### src/rtl/fifo_pkg.sv
// Shared definitions for the FIFO drain controller: FSM state encoding,
// skid depth and the read-space rule used to bound outstanding FIFO reads.
package fifo_pkg;

    typedef enum logic [1:0] {
        IDLE  = 2'd0,
        READ  = 2'd1,
        DRAIN = 2'd2,
        DONE  = 2'd3
    } drain_state_e;

    localparam int SKID_DEPTH         = 2;
    localparam int DEFAULT_DATA_WIDTH = 8;
    localparam int OCC_W              = $clog2(SKID_DEPTH + 1);

    // A new read may issue only if the word it returns will find a free skid slot.
    function automatic logic skid_has_room(
        input logic [OCC_W-1:0] occ,
        input logic             inflight,
        input logic             pop
    );
        logic [OCC_W:0] w_used;
        w_used = {1'b0, occ} + {{OCC_W{1'b0}}, inflight};
        return w_used < ((OCC_W+1)'(SKID_DEPTH) + {{OCC_W{1'b0}}, pop});
    endfunction

endpackage

### src/rtl/fifo_drain_skid.sv
// Two-entry, FIFO-ordered skid buffer between the FIFO read port and the
// output stream; the head entry drives the stream directly.
module fifo_drain_skid
    import fifo_pkg::*;
#(
    parameter int DATA_WIDTH = DEFAULT_DATA_WIDTH
) (
    input  logic                  clk,
    input  logic                  rst,
    input  logic                  i_push,
    input  logic [DATA_WIDTH-1:0] i_push_data,
    input  logic                  i_pop,
    output logic [OCC_W-1:0]      o_occ,
    output logic                  o_valid,
    output logic [DATA_WIDTH-1:0] o_data
);

    logic [DATA_WIDTH-1:0] r_head;
    logic [DATA_WIDTH-1:0] r_tail;
    logic [OCC_W-1:0]      r_occ;
    logic                  w_pop;

    assign w_pop   = i_pop & (r_occ != '0);
    assign o_occ   = r_occ;
    assign o_valid = (r_occ != '0);
    assign o_data  = r_head;

    always_ff @(posedge clk) begin
        if (rst) begin
            r_head <= '0;
            r_tail <= '0;
            r_occ  <= '0;
        end else begin
            case ({i_push, w_pop})
                2'b10: begin
                    if (r_occ == '0) r_head <= i_push_data;
                    else             r_tail <= i_push_data;
                    r_occ <= r_occ + OCC_W'(1);
                end
                2'b01: begin
                    r_head <= r_tail;
                    r_occ  <= r_occ - OCC_W'(1);
                end
                2'b11: begin
                    // Occupancy is unchanged; the new word lands behind whatever remains.
                    if (r_occ == OCC_W'(1)) begin
                        r_head <= i_push_data;
                    end else begin
                        r_head <= r_tail;
                        r_tail <= i_push_data;
                    end
                end
                default: ;
            endcase
        end
    end

endmodule

### src/rtl/fifo_drain_ctrl.sv
// Read-side FIFO drain controller: issues bounded reads for an N-word command
// and streams the returned words out through a skid. FIFO_DRAIN_CNT_EN adds word_cnt.
module fifo_drain_ctrl
    import fifo_pkg::*;
#(
    parameter int DATA_WIDTH = DEFAULT_DATA_WIDTH,
    parameter int LEN_W      = 8
) (
    input  logic                  clk,
    input  logic                  rst,
    input  logic                  cmd_valid,
    input  logic [LEN_W-1:0]      cmd_len,
    output logic                  cmd_ready,
    input  logic                  fifo_empty,
    output logic                  fifo_rd_en,
    input  logic [DATA_WIDTH-1:0] fifo_data,
    output logic                  m_valid,
    input  logic                  m_ready,
    output logic [DATA_WIDTH-1:0] m_data,
    output logic                  busy,
    output logic                  done,
    output logic [1:0]            dbg_state
`ifdef FIFO_DRAIN_CNT_EN
    ,
    output logic [31:0]           word_cnt
`endif
);

    localparam logic [1:0] S_IDLE  = IDLE;
    localparam logic [1:0] S_READ  = READ;
    localparam logic [1:0] S_DRAIN = DRAIN;
    localparam logic [1:0] S_DONE  = DONE;

    logic [1:0]       r_state;
    logic [1:0]       w_state_next;
    logic [LEN_W-1:0] r_len;
    logic [LEN_W-1:0] r_issue_cnt;
    logic [LEN_W-1:0] r_deliver_cnt;
    logic             r_inflight;
    logic             r_rst_q;
    logic [OCC_W-1:0] w_occ;
    logic             w_pop;
    logic             w_accept;
    logic             w_rd_en;
    logic             w_last_issue;
    logic             w_all_delivered;

    // Handshakes: a command transfers on cmd_valid & cmd_ready at a rising edge,
    // a stream word on m_valid & m_ready; a FIFO read is accepted whenever fifo_rd_en is high.
    assign w_pop     = m_valid & m_ready;
    assign cmd_ready = (r_state == S_IDLE) & ~r_rst_q;
    assign w_accept  = cmd_valid & cmd_ready;

    assign w_rd_en = (r_state == S_READ) & ~fifo_empty & (r_issue_cnt < r_len)
                   & skid_has_room(w_occ, r_inflight, w_pop);
    assign fifo_rd_en = w_rd_en;

    assign w_last_issue    = w_rd_en & ((r_issue_cnt + LEN_W'(1)) == r_len);
    assign w_all_delivered = ({1'b0, r_deliver_cnt} + (LEN_W+1)'(w_pop)) == {1'b0, r_len};

    assign busy      = (r_state == S_READ) | (r_state == S_DRAIN);
    assign done      = (r_state == S_DONE);
    assign dbg_state = r_state;

    always_comb begin
        w_state_next = r_state;
        case (r_state)
            S_IDLE: begin
                if (w_accept) w_state_next = (cmd_len == '0) ? S_DONE : S_READ;
            end
            S_READ: begin
                if (w_last_issue) w_state_next = S_DRAIN;
            end
            S_DRAIN: begin
                // Leave as the final pop happens so done follows that pop edge directly.
                if (~r_inflight & w_all_delivered) w_state_next = S_DONE;
            end
            S_DONE:  w_state_next = S_IDLE;
            default: w_state_next = S_IDLE;
        endcase
    end

    always_ff @(posedge clk) begin
        if (rst) begin
            r_state       <= S_IDLE;
            r_len         <= '0;
            r_issue_cnt   <= '0;
            r_deliver_cnt <= '0;
            r_inflight    <= 1'b0;
            r_rst_q       <= 1'b1;
        end else begin
            r_state    <= w_state_next;
            r_inflight <= w_rd_en;
            r_rst_q    <= 1'b0;
            if (w_accept) begin
                r_len         <= cmd_len;
                r_issue_cnt   <= '0;
                r_deliver_cnt <= '0;
            end else begin
                if (w_rd_en) r_issue_cnt   <= r_issue_cnt + LEN_W'(1);
                if (w_pop)   r_deliver_cnt <= r_deliver_cnt + LEN_W'(1);
            end
        end
    end

    // A word returning after a reset finds r_inflight cleared and is dropped.
    fifo_drain_skid #(
        .DATA_WIDTH (DATA_WIDTH)
    ) u_skid (
        .clk         (clk),
        .rst         (rst),
        .i_push      (r_inflight),
        .i_push_data (fifo_data),
        .i_pop       (m_ready),
        .o_occ       (w_occ),
        .o_valid     (m_valid),
        .o_data      (m_data)
    );

`ifdef FIFO_DRAIN_CNT_EN
    logic [31:0] r_word_cnt;

    always_ff @(posedge clk) begin
        if (rst)        r_word_cnt <= '0;
        else if (w_pop) r_word_cnt <= r_word_cnt + 32'd1;
    end

    assign word_cnt = r_word_cnt;
`endif

endmodule

### config.mk
export PLATFORM = sky130hd
export DESIGN_NAME = fifo_drain_ctrl
export DESIGN_NICKNAME = d
export VERILOG_FILES = /design/src/rtl/fifo_pkg.sv /design/src/rtl/fifo_drain_skid.sv /design/src/rtl/fifo_drain_ctrl.sv
export SDC_FILE = /design/constraint.sdc
export NUM_CORES = 1
export LEC_CHECK = 0
export ABC_AREA = 1
export CORE_MARGIN = 3
export CORE_UTILIZATION = 39
export CTS_CLUSTER_SIZE = 20
export DETAILED_ROUTE_END_ITERATION = 12
export GPL_TIMING_DRIVEN = 0
export PLACE_DENSITY = 0.63
export RECOVER_POWER = 100
export SETUP_SLACK_MARGIN = 0.02
export SLEW_MARGIN = 20
export SYNTH_ARGS = -nofsm -noshare
export SYNTH_HDL_FRONTEND = slang
export SYNTH_SLANG_ARGS = --single-unit
### constraint.sdc
create_clock -name clk -period 4.05 [get_ports clk]
set_clock_uncertainty 0.1 [all_clocks]
set_input_delay 1.215 -clock clk [delete_from_list [all_inputs] [get_ports clk]]
set_output_delay 1.215 -clock clk [all_outputs]
set_load 0.02 [all_outputs]
==> flow_metrics.env <==
export IMPL_status="complete, no violations"
export IMPL_design_area_sq_um=3360
export IMPL_cp_cell_sequence="clkdlybuf4s50_1 > nand2_1 > o21ai_1 > nand2_1 > nor2_4 > buf_6 > clkbuf_2"
export IMPL_grt_pass1_vias=2390
export IMPL_yosys_warnings=0
export IMPL_n_antenna_cell=0
export IMPL_synthArstFlopShare_pct=0
export IMPL_ant_nets=0
export IMPL_die_h_um=90.4
export IMPL_port_buffers=35
export IMPL_ctsRootBufferMaster="clkbuf_8"
export IMPL_power_leakage_uw=0.00152
export IMPL_numCtsBuffers=5
export IMPL_fin_nets=499
export IMPL_rsz0062_at_grt="no"
export IMPL_path_buf_inv=3
export IMPL_cp_common_cell="nand2_1"
export IMPL_switching_share_pct=40.1
export IMPL_dp_cells=543
export IMPL_finalNonFillerCells=551
export IMPL_tightest_slew_ns=0.766
export IMPL_slew_violations=0
export IMPL_vias=2645
export IMPL_power_frac_comb_pct=43.7
export IMPL_cp_endpoint="fifo_rd_en"
export IMPL_relSlewSlack_pct=48.6
export IMPL_pin_count=36
export IMPL_firstDrtPassIters=4
export IMPL_ff2ff_setup_slack_ns=1.12
export IMPL_netlist_area_sq_um=2780
export IMPL_synth_top_area_share_pct=33.2
export IMPL_grt_overflow_total=0
export IMPL_synthTopCellsByCount="nand2_1 (81), inv_1 (74), dfxtp_1 (46)"
export IMPL_hold_class="reg -> reg"
export IMPL_core_area_sq_um=6830
export IMPL_drt_wl_total_um=6550
export IMPL_wire_per_inst_um=11.9
export IMPL_post_route_drc_count=0
export IMPL_ys_ff_latch=46
export IMPL_start_util_pct=40.6
export IMPL_die_area_sq_um=8160
export IMPL_cts_tree="yes"
export IMPL_post_dp_cell_area_sq_um=3250
export IMPL_cp_start_kind="input pin"
export IMPL_fmax_mhz=255
export IMPL_cp_required_ns=2.73
export IMPL_crit_slowest_cell="clkdlybuf4s50_1"
export IMPL_irDropWorstVdd_mv=0.286
export IMPL_power_density_nw_per_um2=515
export IMPL_yosysUniqueCellTypes=27
export IMPL_r2r_start="u_skid.o_occ[0]"
export IMPL_finalSetupViolCount=0
export IMPL_clock_power_share_pct=19.9
export IMPL_cp_depth=7
export IMPL_grt_max_degree=15
export IMPL_crit_path_max_incr_delay_ns=0.46
export IMPL_crit_path_start="m_ready"
export IMPL_clock_sinks=46
export IMPL_drive_above_1_share_pct=4.40
export IMPL_routed_via_density=4.80
export IMPL_setup_slack_ns=0.121
export IMPL_grt_pass1_wl_um=11100
export IMPL_die_width_um=90.4
export IMPL_criticalPathCategory="in -> out"
export IMPL_fin_util_pct=49.1
export IMPL_arrival_ns=2.61
export IMPL_yosys_area_top_type="dfxtp_1"
export IMPL_seqPwrFrac_pct=36.4
export IMPL_p_int_uw=1030
export IMPL_clk_pin_slew_ns=0.08
export IMPL_period_share_pct=97.0
export IMPL_reg2reg_depth=11
export IMPL_post_cts_buffers=0
export IMPL_min_period_ns=3.93
export IMPL_timing_rr_end="u_skid.r_tail[5]"
export IMPL_cp_max_fo=10
export IMPL_synthCells=412
export IMPL_cts_path_max_buffers=2
export IMPL_p_switching_uw=693
export IMPL_synth_most_common_cell="nand2_1"
export IMPL_rows=30
export IMPL_htree_levels=2
export IMPL_cp_top_family="buffers and inverters"
export IMPL_seq_area_frac_synth_pct=33.2
export IMPL_worstSkewPairLatency_ns=0.30
export IMPL_whs_ns=0.417
export IMPL_place_gp_congestion=0.813
export IMPL_ys_top_cells_by_area="dfxtp_1 (33%), nand2_1 (11%), ha_1 (11%)"
export IMPL_whs_path_depth=2
export IMPL_drt_iter0_drc=149
export IMPL_hold_violations=0
export IMPL_gr_usage_all_layers_pct=16.3
export IMPL_cp_end_kind="primary output"
export IMPL_antenna_found_initial=0
export IMPL_synth_area_per_cell_sq_um=6.74
export IMPL_area_growth_pct=20.9
export IMPL_dpl_worst_slack_ns=-0.527
export IMPL_synth_fp_nets=457
export IMPL_synth_edf_count=0
export IMPL_dp_hpwl_um=5160
export IMPL_ys_flop_type="dfxtp_1"
export IMPL_hold_buffers=0
export IMPL_max_cap_violations=0
worst reg2reg max path, stage by stage, from the launching register on:
cell and delay (ns):
dfxtp_1 0.40, inv_1 0.06, ha_1 0.21, inv_1 0.10
nand2_1 0.14, inv_1 0.22, ha_1 0.25, nor2_1 0.07
a211oi_1 0.65, clkbuf_1 0.40, o21ai_0 0.13, a21oi_1 0.13
routing by layer:
metal  part of all wire, %  up-vias  GRT usage (%)
li1                      -     1415              -
met1                    49     1166           21.5
met2                    46       61           27.3
met3                   5.2        3           3.67
met4                  0.32        0           3.44
met5                     0        -              0
state kept, by name (all words and copies together), names as in the netlist:
register       cells
r_inflight         1
dbg_state          2
u_skid.o_occ       2
u_skid.o_data      8
r_rst_q            1
r_deliver_cnt      8
u_skid.r_tail      8
r_len              8
r_issue_cnt        8
cells in the final DEF, fill, tap and decap left out, drive strengths merged:
cell and count:
bufinv 1, nor2 49, nand3 25, a211oi 1, nor4 2, o21a 1
a31oi 1, o21ai 43, clkdlybuf4s50 18, o21bai 1, xor2 4, inv 74
buf 2, clkinv 2, a21oi 39, nand4 2, nor3 2, o221ai 8
nand2 83, and2 1, dlygate4sd3 16, ha 24, dfxtp 46, clkbuf 10
final cells by class:
class	instances	area, sq um
Sequential cell	46	921
Inverter	74	278
Fill cell	732	3480
Timing Repair Buffer	35	345
Tap cell	96	120
Buffer	6	41.3
Clock buffer	5	68.8
Clock inverter	3	40.0
Multi-Input combinational cell	286	1540
worst min path at each step:
| stage | slack, ns | to | start |
|---|---|---|---|
| after detailed placement | 0.40 | r_len[0] | r_len[0] |
| after global routing | 0.45 | r_issue_cnt[6] | r_issue_cnt[6] |
| after floorplan | 0.36 | r_len[0] | r_len[0] |
| after global placement | 0.39 | r_issue_cnt[0] | r_issue_cnt[0] |
| after CTS | 0.41 | r_len[0] | r_len[0] |
| final | 0.42 | r_len[0] | r_len[0] |
cell families after synthesis:
kind of cell / Yosys count / synth area share (%)
and+or+nand+nor: 164 / 24.9
AOI/OAI and AO/OA: 94 / 18.5
buffers and inverters: 80 / 11.3
DFF: 46 / 33.2
adders and majority gates: 24 / 10.8
xor gates and xnor gates: 4 / 1.26
timing repair:
action                     in CTS  in global routing
gates resized for setup         7                  2
setup endpoints to repair       1                  1
pin swaps                       1                  0
power by group through the flow:
stage                     sequential [uW]  clock [uW]  combinational, uW
final                                 629         344                755
after global routing                  645         370                854
after CTS                             632         354                783
after detailed placement              641           0                775
after global placement                639           0                766
after floorplan                       677           0                463
per-stage QoR:
step | TNS, ns | total power [uW]
finish | 0 | 1730
global route | 0 | 1870
CTS | 0 | 1770
detailed placement | -0.527 | 1420
global placement | -0.538 | 1410
floorplan | 0 | 1140
Power figures use the tool's default switching activity.
